`config.mk`:
```
export PLATFORM = sky130hd
export DESIGN_NAME = card_read_seq
export DESIGN_NICKNAME = d
export VERILOG_FILES = /design/src/rtl/card_read_seq.sv
export SDC_FILE = /design/constraint.sdc
export NUM_CORES = 1
export LEC_CHECK = 0
export ABC_AREA = 1
export BUFFER_PORTS_ARGS = -buffer_cell sky130_fd_sc_hd__clkbuf_2
export CAP_MARGIN = 20
export CORE_MARGIN = 8
export CORE_UTILIZATION = 59
export CTS_CLUSTER_SIZE = 12
export DETAILED_ROUTE_END_ITERATION = 10
export PLACE_DENSITY = 0.88
export SETUP_SLACK_MARGIN = 0.2
export SLEW_MARGIN = 10
export SYNTH_ARGS = -nofsm -noshare
export SYNTH_HDL_FRONTEND = slang
export SYNTH_SLANG_ARGS = --single-unit
```
`constraint.sdc`:
```
create_clock -name i_clk -period 3.1 [get_ports i_clk]
set_input_delay 0.155 -clock i_clk [delete_from_list [all_inputs] [get_ports i_clk]]
set_output_delay 0.155 -clock i_clk [all_outputs]
set_load 0.05 [all_outputs]
```
`src/rtl/card_read_seq.sv`:
```
// Card-read sequencer: feeds reader columns through an external hole-to-EBCDIC
// converter and queues the bytes for the channel. Optional CARD_VALIDITY_CHECK_EN
// enables invalid-punch flagging (o_check / o_check_col).
//
// state | meaning
// IDLE  | waiting for i_start
// FEED  | accepting column strobes until NCOLS columns seen
// DRAIN | waiting for converter pipeline and FIFO to empty
// DONE  | one-cycle o_done pulse, then back to IDLE
module card_read_seq #(
    parameter int NCOLS      = 80,
    parameter int FIFO_DEPTH = 4
) (
    input  logic        i_clk,
    input  logic        i_reset_n,
    input  logic        i_start,
    input  logic        i_abort,
    input  logic        i_col_valid,
    input  logic [11:0] i_holes,
    output logic [11:0] o_cvt_holes,
    input  logic [7:0]  i_cvt_ebcdic,
    input  logic        i_cvt_bad,
    output logic [7:0]  o_data,
    output logic        o_valid,
    input  logic        i_ready,
    output logic        o_busy,
    output logic        o_done,
    output logic        o_overrun,
    output logic [7:0]  o_col_count,
    output logic        o_check,
    output logic [7:0]  o_check_col
);
    localparam int AW = $clog2(FIFO_DEPTH);

    typedef enum logic [1:0] {IDLE, FEED, DRAIN, DONE} state_t;

    state_t        state_q;
    logic [1:0]    rst_sync_q;
    logic          rst_n_int;
    logic [11:0]   cvt_holes_q;
    logic          s1_q, s2_q;
    logic [7:0]    mem_q [FIFO_DEPTH];
    logic [AW-1:0] wr_ptr_q, rd_ptr_q;
    logic [AW:0]   occ_q, occ_d;
    logic [AW+1:0] used;
    logic          busy_q, done_q, overrun_q;
    logic [7:0]    col_count_q, col_count_inc;
    logic          push, pop, strobe, accept;

    // Reset asserts immediately but releases on a clock edge.
    always_ff @(posedge i_clk or negedge i_reset_n) begin
        if (!i_reset_n) rst_sync_q <= 2'b00;
        else            rst_sync_q <= {rst_sync_q[0], 1'b1};
    end
    assign rst_n_int = rst_sync_q[1];

    always_comb begin
        push          = s2_q;
        pop           = (occ_q != '0) && i_ready;
        occ_d         = occ_q + (AW+1)'(push) - (AW+1)'(pop);
        used          = {1'b0, occ_q} + (AW+2)'(s1_q) + (AW+2)'(s2_q);
        strobe        = (state_q == FEED) && i_col_valid;
        accept        = strobe && (used < (AW+2)'(FIFO_DEPTH));
        col_count_inc = (col_count_q == 8'(NCOLS)) ? col_count_q : col_count_q + 8'd1;
    end

`ifdef CARD_VALIDITY_CHECK_EN
    logic       check_q;
    logic [7:0] check_col_q;
    logic [7:0] col_s1_q, col_s2_q;
    assign o_check     = check_q;
    assign o_check_col = check_col_q;
`else
    logic unused_cvt_bad;
    assign unused_cvt_bad = i_cvt_bad;
    assign o_check        = 1'b0;
    assign o_check_col    = 8'd0;
`endif

    always_ff @(posedge i_clk or negedge rst_n_int) begin
        if (!rst_n_int) begin
            state_q     <= IDLE;
            cvt_holes_q <= '0;
            s1_q        <= 1'b0;
            s2_q        <= 1'b0;
            wr_ptr_q    <= '0;
            rd_ptr_q    <= '0;
            occ_q       <= '0;
            busy_q      <= 1'b0;
            done_q      <= 1'b0;
            overrun_q   <= 1'b0;
            col_count_q <= '0;
            for (int i = 0; i < FIFO_DEPTH; i++) mem_q[i] <= '0;
`ifdef CARD_VALIDITY_CHECK_EN
            check_q     <= 1'b0;
            check_col_q <= '0;
            col_s1_q    <= '0;
            col_s2_q    <= '0;
`endif
        end else if (i_abort) begin
            // Flush by snapping the write pointer to the read pointer so o_data holds.
            state_q  <= IDLE;
            s1_q     <= 1'b0;
            s2_q     <= 1'b0;
            wr_ptr_q <= rd_ptr_q;
            occ_q    <= '0;
            busy_q   <= 1'b0;
            done_q   <= 1'b0;
        end else begin
            done_q <= 1'b0;
            s1_q   <= accept;
            s2_q   <= s1_q;
            occ_q  <= occ_d;
            if (accept) cvt_holes_q <= i_holes;
            if (push) begin
                mem_q[wr_ptr_q] <= i_cvt_ebcdic;
                wr_ptr_q        <= wr_ptr_q + 1'b1;
            end
            if (pop) rd_ptr_q <= rd_ptr_q + 1'b1;
`ifdef CARD_VALIDITY_CHECK_EN
            if (accept) col_s1_q <= col_count_q + 8'd1;
            col_s2_q <= col_s1_q;
            if (push && i_cvt_bad) begin
                check_q <= 1'b1;
                if (!check_q) check_col_q <= col_s2_q;
            end
`endif
            case (state_q)
                IDLE: begin
                    if (i_start) begin
                        state_q     <= FEED;
                        busy_q      <= 1'b1;
                        col_count_q <= '0;
                        overrun_q   <= 1'b0;
                        s1_q        <= 1'b0;
                        s2_q        <= 1'b0;
`ifdef CARD_VALIDITY_CHECK_EN
                        check_q     <= 1'b0;
                        check_col_q <= '0;
`endif
                    end
                end
                FEED: begin
                    if (strobe) begin
                        col_count_q <= col_count_inc;
                        if (!accept) overrun_q <= 1'b1;
                        if (col_count_inc == 8'(NCOLS)) state_q <= DRAIN;
                    end
                end
                DRAIN: begin
                    if (!s1_q && !s2_q && occ_d == '0) begin
                        state_q <= DONE;
                        done_q  <= 1'b1;
                    end
                end
                DONE: begin
                    state_q <= IDLE;
                    busy_q  <= 1'b0;
                end
                default: state_q <= IDLE;
            endcase
        end
    end

    assign o_cvt_holes = cvt_holes_q;
    assign o_data      = mem_q[rd_ptr_q];
    assign o_valid     = (occ_q != '0);
    assign o_busy      = busy_q;
    assign o_done      = done_q;
    assign o_overrun   = overrun_q;
    assign o_col_count = col_count_q;
endmodule

```
==> results of run 1 <==
==> flip-flops by register name, summed over array words and instances (netlist names) <==
| name | cells |
|---|---|
| o_overrun | 1 |
| o_col_count | 8 |
| o_cvt_holes | 12 |
| o_busy | 1 |
| rd_ptr_q | 2 |
| push | 1 |
| wr_ptr_q | 2 |
| rst_sync_q | 2 |
| occ_q | 3 |
| mem_q | 32 |
| state_q | 2 |
| o_done | 1 |
| s1_q | 1 |
==> worst paths after layout <==
kind,end
min in group asynchronous,rst_sync_q[0]$_DFF_PN0_
max in group asynchronous,mem_q[16]$_DFFE_PN0P_
hold / removal,o_cvt_holes[5]$_DFFE_PN0P_
setup reg to reg,state_q[0]$_DFFE_PN0P_
setup / recovery,state_q[0]$_DFFE_PN0P_
hold reg to reg,o_busy$_DFFE_PN0P_
==> layout by cell type, fill, tap and decap left out, types with 2 or more instances in the layout <==
| master | instances |
|---|---|
| a21oi_1 | 3 |
| and2_1 | 2 |
| buf_4 | 4 |
| bufinv_16 | 2 |
| clkbuf_2 | 57 |
| clkbuf_8 | 12 |
| clkinv_1 | 2 |
| clkinv_2 | 2 |
| conb_1 | 10 |
| dfrtp_1 | 66 |
| dfrtp_2 | 2 |
| ha_1 | 12 |
| inv_1 | 31 |
| inv_2 | 2 |
| nand2_1 | 93 |
| nand2_2 | 6 |
| nand3_1 | 10 |
| nor2_1 | 36 |
| nor2_2 | 5 |
| o211ai_1 | 2 |
| o21ai_0 | 63 |
| o21ai_1 | 5 |
| o22ai_1 | 14 |
| xor2_1 | 3 |
==> power groups by stage <==
stage                     Clock, µW  Combinational, µW  Sequential [µW]
after global routing            887               2100             1390
after global placement            0               1750             1350
after floorplan                   0               1060             1680
after CTS                       853               1820             1350
final                           840               1940             1360
after detailed placement          0               1810             1360
==> layout make-up <==
class | instances | area (µm²) | share of cell area (%)
Multi-Input combinational cell | 277 | 1460 | 36.9
Timing Repair Buffer | 62 | 325 | 8.25
Clock inverter | 4 | 70.1 | 1.78
Inverter | 35 | 131 | 3.33
Tap cell | 72 | 90.1 | 2.28
Sequential cell | 68 | 1700 | 43.2
Clock buffer | 12 | 165 | 4.19
==> critical path, delay by kind of cell (launching register included) <==
| kind | cells | cell delay, ns |
|---|---|---|
| buffers and inverters | 2 | 0.10 |
| adder cells (fa/ha/maj) | 3 | 0.75 |
| XOR/XNOR | 1 | 0.19 |
| flip-flops | 1 | 0.45 |
| AO/OA/AOI/OAI | 1 | 0.26 |
| AND/OR/NAND/NOR | 6 | 0.94 |
==> timing repair <==
item | 4_1_cts | 5_1_grt
pin swaps | 0 | 6
hold endpoints to repair | 2 | 0
cloned | 0 | 0
hold buffers | 1 | 0
setup endpoints to repair | 1 | 2
buffers inserted | 0 | 2
gates resized for setup | 1 | 10
==> layer usage <==
metal  track usage, %  vias up
li1                 -     1372
met1             22.8     1308
met2             28.4       83
met3             4.53       10
met4             8.32        0
met5                0        -
==> metrics by stage <==
stage | setup WS [ns] | utilization (%) | total power (µW) | cells | area (µm²)
after floorplan | 0.336 | - | 2740 | 401 | 3360
after global placement | 0.373 | 66.4 | 3100 | 511 | 3630
after detailed placement | 0.191 | 66.4 | 3160 | 511 | 3630
after CTS | 0.236 | 71.0 | 4020 | 528 | 3880
after global routing | 0.211 | 72.0 | 4390 | 530 | 3940
final | 0.304 | 72.0 | 4140 | 530 | 3940
==> cells by family after synthesis <==
group	synth area share, %
AOI/OAI and AO/OA	14.4
xor gates and xnor gates	1.05
adders and majority gates	5.87
buffers and inverters	7.49
DFF	51.2
other	0.226
and+or+nand+nor	19.8
==> out/qor.yml, run 1 <==
final_layout:
  fill_cells: 421
  antenna_cells: 0
  nets: 495
  area_growth_pct: 18.6
  drive_gt1_share_pct: 22.1
floorplan:
  coreArea_um2: 5470
  io_pins: 68
  fp.dieH_um: 91.1
  dieWidth_um: 91.1
  dieArea_um2: 8290
  rows: 27
  initial_core_util_pct: 60.7
place:
  hpwl_um: 5150
  portBuffers: 57
  gp_congestion: 0.883
worst_hold_path:
  min_from: "i_holes[5]"
  hp-class: "input pin to flip-flop"
  hold_depth: 3
global_route:
  antenna_found_initial: 0
  grt_pass1_vias: 2701
  grt_overflow: 0
  grt_max_degree: 29
  grt_pass1_wl_um: 12500
  grt_use_total_pct: 18.0
critical_path:
  cpMostUsedCell: "nand2_2"
  worst_setup_path_start_kind: "flip-flop"
  cp-end-kind: "flip-flop"
  reg2reg_slack_ns: 0.30
  slowest_stage: "dfrtp_2"
  r2r_cells: 13
  worst_path_largest_cell_delay_ns: 0.45
  setup.worst_path.start: "occ_q[1]$_DFF_PN0_"
  crit_path_max_fanout: 5
  arrival_ns: 3.02
  reg2reg_from: "occ_q[1]$_DFF_PN0_"
  worstPathRequired_ns: 3.32
  cp_cell_sequence: "or3_4 -> and2_4 -> ha_4 -> inv_1 -> ha_2 -> inv_2 -> fa_2 -> xnor2_2 -> nand4_1 -> a31oi_4 -> nand2_2 -> nand2_2 -> nand2_1"
  crit_type: "flip-flop to flip-flop"
run:
  drv_cap: 0
yosys:
  syn_avg_cell_area_um2: 8.46
  synth_cell_types: 32
  synth_cells: 393
  synth-async-reset-ratio_pct: 100
  synth-seq-cells: 68
  synth_top_cells_by_area: "dfrtp_1 (51%), nand2_1 (11%), o21ai_0 (9.5%), ha_1 (5.3%), nor2_1 (4.1%)"
  synth-seq-area-share_pct: 51.2
  yosysWarnings: 0
  ys_top_cells_by_count: "nand2_1 (95), dfrtp_1 (68), o21ai_0 (63), nor2_1 (36), inv_1 (32)"
  ys.flop_type: "dfrtp_1"
  yosysMostFrequentCell: "nand2_1"
  syn_area_um2: 3320
  synth_edf_count: 0
  synth_largest_area_cell: "dfrtp_1"
  synth_top_area_share_pct: 51.2
detailed_routing:
  drc: 0
  first_iter_violations: 199
  routedWlPerCell_um: 14.1
  antenna_left: 0
  first_pass_iters: 5
  dr_wl_met3_um: 399
  wl_met2_um: 3660
  dr_total_vias: 2773
  wl_met1_um: 3310
  routed.top_layer: "met4"
  viasPerCell: 5.23
  wl_um: 7490
clocking:
  cts_buffers: 9
  cts.path.max_buffers: 2
  cts.htree.levels: 3
  cts-root-buf: "clkbuf_8"
  clock_sinks: 68
  clk_latency_ns: 0.33
  path_clk_slew_ns: 0.07
  cts_tree: "done"
sta:
  setup_viol: 0
  layout_worst_path_cycle_share_pct: 90.2
  maxSlewHeadroom_pct: 50.2
  finalHoldViolations: 0
  hold_slack_ns: 0.0213
  period_needed_ns: 2.80
  worstMarginPinSlew_ns: 0.744
  rsz0062_at_grt: "false"
  skew_ns: 0.00867
  slew_violations: 0
  max_freq_mhz: 358
  fin_setup_tns_ns: 0
pwr:
  ir_drop_mv: 0.761
  p_comb_share_pct: 46.9
  p_switching_uw: 1930
  swShare_pct: 46.6
  powerDensity_nw_per_um2: 1050
  pwr-share-clk_pct: 20.3
  internal_power_uw: 2210
  power_frac_seq_pct: 32.8
  p_leak_uw: 0.00199
outcome:
  status: "completed"
Note: power is estimated with default switching activity, not from simulation.
==> run 2, diff against run 1 <==
ABC_AREA = unset   (was 1)
==> run 2 against run 1 <==
Setup slack worse by 0.17 ns. Count of clock-buffer cells in the layout is 2 lower. Fmax is 5.8% lower. Highest routed layer unchanged.
==> out/qor.yml, run 2 <==
outcome:
  status: "completed"
clocking:
  cts_buffers: 9  # unchanged
  cts.htree.levels: 3  # unchanged
  clock_sinks: 68  # unchanged
  clk_latency_ns: 0.34  # about the same
  cts.path.max_buffers: 2  # unchanged
  cts-root-buf: "clkbuf_8"
  cts_tree: "done"
  path_clk_slew_ns: 0.08  # about the same
detailed_routing:
  wl_um: 6610  # -12%
  routedWlPerCell_um: 16.2  # +15%
  dr_total_vias: 2207  # -20%
  viasPerCell: 5.41  # +3.4%
  drc: 0  # unchanged
  first_pass_iters: 4  # -1
  first_iter_violations: 53  # -73%
  antenna_left: 0  # unchanged
sta:
  max_freq_mhz: 337  # -5.8%
  layout_worst_path_cycle_share_pct: 95.7  # +5.6 points
  maxSlewHeadroom_pct: 38.4  # -12 points
  period_needed_ns: 2.97  # +0.172 ns
  setup_viol: 0  # unchanged
  fin_setup_tns_ns: 0  # unchanged
  worstMarginPinSlew_ns: 0.924  # +0.180 ns
  slew_violations: 0  # unchanged
  hold_slack_ns: 0.0416  # +0.0202 ns
  rsz0062_at_grt: "true"
  finalHoldViolations: 0  # unchanged
  skew_ns: 0.00461  # -0.00406 ns
yosys:
  synthAdderAreaFrac_pct: 5.79  # -0.085 points
  synth_top_cells_by_area: "dfrtp_1 (50%), mux2_2 (15%), mux4_2 (5.3%), ha_1 (5.2%), buf_4 (2.2%)"
  syn_area_um2: 3370  # +1.5%
  yosysWarnings: 0  # unchanged
  synth-seq-cells: 68  # unchanged
  synth.mux.area_fraction_pct: 21.4  # +21 points
  synth_edf_count: 0  # unchanged
  synth-xor-area-share_pct: 2.34  # +1.3 points
  yosysMostFrequentCell: "dfrtp_1"
  syn_avg_cell_area_um2: 12.7  # +50%
  synth_compound_area_share_pct: 5.53  # -8.9 points
  synth-seq-area-share_pct: 50.4  # -0.74 points
  ys_top_cells_by_count: "dfrtp_1 (68), mux2_2 (44), ha_1 (14), o21ai_0 (14)"
  synth_cell_types: 44  # +38%
  synth_cells: 266  # -32%
  synth_largest_area_cell: "dfrtp_1"
  synth_top_area_share_pct: 50.4  # -0.74 points
  synth_top_family_by_area: "multiplexers"
  yosys.area_share.simple_pct: 9.20  # -11 points
  synth-async-reset-ratio_pct: 100  # unchanged
  ys.flop_type: "dfrtp_1"
final_layout:
  final_cells: 408  # -23%
  layout_commonest_cell: "dfrtp_1"
  final_cell_mix: "dfrtp_1 (67), clkbuf_2 (57), mux2_2 (44)"
  drive_gt1_share_pct: 43.2  # +21 points
  nets: 373  # -25%
  top_register: "mem_q"
  largest_reg_flops: 32  # unchanged
  fill_cells: 387  # -8.1%
  area_growth_pct: 17.0
  antenna_cells: 0  # unchanged
critical_path:
  worst_setup_path_start_kind: "flip-flop"
  r2r_cells: 12  # -1
  slowest_stage: "fa_2"
  crit_path_max_fanout: 2  # -3
  reg2reg_from: "occ_q[0]$_DFF_PN0_"
  r2r-end: "state_q[0]$_DFFE_PN0P_"
  worstPathRequired_ns: 3.33  # about the same
  cp_cell_sequence: "or3_4 -> and2_4 -> ha_4 -> inv_2 -> ha_4 -> inv_2 -> fa_2 -> nand4_1 -> a211oi_1 -> o21ai_1 -> nor3_2 -> mux2_4"
  crit_type: "flip-flop to flip-flop"
  reg2reg_slack_ns: 0.13  # -0.17 ns
  arrival_ns: 3.20  # +0.18 ns
  worst_path_largest_cell_delay_ns: 0.54  # +0.09 ns
  cp-end-kind: "flip-flop"
floorplan:
  coreArea_um2: 5510  # +0.62%
  io_pins: 68  # unchanged
  initial_core_util_pct: 61.3  # +0.51 points
  dieArea_um2: 8390  # +1.2%
  dieWidth_um: 91.6  # +0.60%
  fp.dieH_um: 91.6  # +0.60%
  rows: 27  # unchanged
global_route:
  use_met3_pct: 6.03  # +1.5 points
  grt_overflow: 0  # unchanged
  grt_use_total_pct: 16.7  # -1.4 points
  grt_pass1_vias: 2428  # -10%
  use_met1_pct: 19.1  # -3.7 points
  grt_max_degree: 44  # +52%
  grt_pass1_wl_um: 11200  # -10%
  met2_usage_pct: 28.5  # +0.035 points
  antenna_found_initial: 0  # unchanged
  grt_most_used_layer: "met2"
place:
  hpwl_um: 4860  # -5.6%
  portBuffers: 57  # unchanged
  gp_congestion: 0.880  # -0.36%
  dp.cells: 389  # -24%
pwr:
  pwr-share-clk_pct: 21.6  # +1.3 points
  internal_power_uw: 2000  # -9.2%
  p_switching_uw: 1380  # -29%
  p_comb_share_pct: 40.6  # -6.3 points
  p_leak_uw: 0.00197  # -0.81%
  powerDensity_nw_per_um2: 856  # -18%
  ir_drop_mv: 0.716  # -5.9%
  power_frac_seq_pct: 37.8  # +5.0 points
  swShare_pct: 40.7  # -5.9 points
worst_hold_path:
  worstHoldEndpoint: "o_cvt_holes[8]$_DFFE_PN0P_"
  hold_depth: 2  # -1
  hp-class: "input pin to flip-flop"
  min_from: "i_holes[8]"
run:
  drv_cap: 0  # unchanged
## run 2: changes by cell type after synthesis, sizes merged, moves of 5 or more
cell	change
mux2	+45
nand2b	+5
inv	-22
o22ai	-13
mux4	+8
nand3	-8
nand2	-86
nor2	-28
clkbuf	-5
o21ai	-54
## run 2: worst max-delay path by stage
stage | start | to | slack, ns | cells past startpoint
after floorplan | occ_q[0]$_DFF_PN0_ | state_q[0]$_DFFE_PN0P_ | 0.03 | 12
after global placement | occ_q[0]$_DFF_PN0_ | state_q[0]$_DFFE_PN0P_ | 0.13 | 12
after detailed placement | occ_q[0]$_DFF_PN0_ | state_q[0]$_DFFE_PN0P_ | 0.01 | 13
after CTS | occ_q[0]$_DFF_PN0_ | state_q[0]$_DFFE_PN0P_ | 0.12 | 12
after global routing | occ_q[0]$_DFF_PN0_ | state_q[0]$_DFFE_PN0P_ | 0.04 | 12
final | occ_q[0]$_DFF_PN0_ | state_q[0]$_DFFE_PN0P_ | 0.13 | 12
## run 2: final cells by class
type                       count  area, µm²  share of cell area (%)
sequential                    68       1700                    43.1
multi-input combinational    177       1570                    39.8
timing repair buffer          64        340                    8.62
clock buffer                  10        138                    3.49
tap                           72       90.1                    2.28
clock inverter                 6       63.8                    1.62
inverter                      11       41.3                    1.05
## run 2: kinds of logic (layout without fill, tap and decap cells)
group	Yosys count	count (layout)
flip-flops	68	68
multiplexers	56	56
AND/OR/NAND/NOR	56	56
AO/OA/AOI/OAI	31	31
buffers and inverters	29	91
adder cells (fa/ha/maj)	15	15
XOR/XNOR	9	9
other	2	10
## run 2: critical path: cells and delay by family (launching register included)
| family | cells | cell delay (ns) |
|---|---|---|
| flip-flops | 1 | 0.39 |
| multiplexers | 1 | 0.32 |
| AO/OA/AOI/OAI | 2 | 0.32 |
| buffers and inverters | 2 | 0.09 |
| adder cells (fa/ha/maj) | 3 | 0.86 |
| AND/OR/NAND/NOR | 4 | 0.87 |
## run 2: power by group through the flow
stage	clock network [µW]	logic, µW	registers [µW]
floorplan	0	755	1550
global placement	0	1280	1280
detailed placement	0	1320	1300
CTS	753	1370	1280
global route	788	1470	1310
finish	731	1370	1280
## run 2: timing repair
| item | in CTS | in global routing |
|---|---|---|
| hold buffers | 1 | 0 |
| setup endpoints to repair | 2 | 2 |
| setup buffers | 1 | 1 |
| pin swaps | 1 | 0 |
| endpoints found under the hold margin | 2 | 0 |
| resized for setup | 1 | 0 |
## run 2: stage by stage
stage	cell area, µm²	util, %	total power [µW]	worst slack [ns]
4_1_cts	3940	71.6	3400	0.123
5_1_grt	3950	71.7	3570	0.0401
3_5_place_dp	3710	67.4	2620	0.0112
2_1_floorplan	3440	-	2310	0.0330
3_3_place_gp	3710	67.4	2560	0.129
6_report	3950	71.7	3380	0.132
## run 2: metal layers
layer,share of wire (%),vias up,routed length [µm]
li1,-,1053,-
met1,42,1085,2750
met2,50,63,3310
met3,7.4,6,486
met4,0.97,0,64
met5,0,-,0
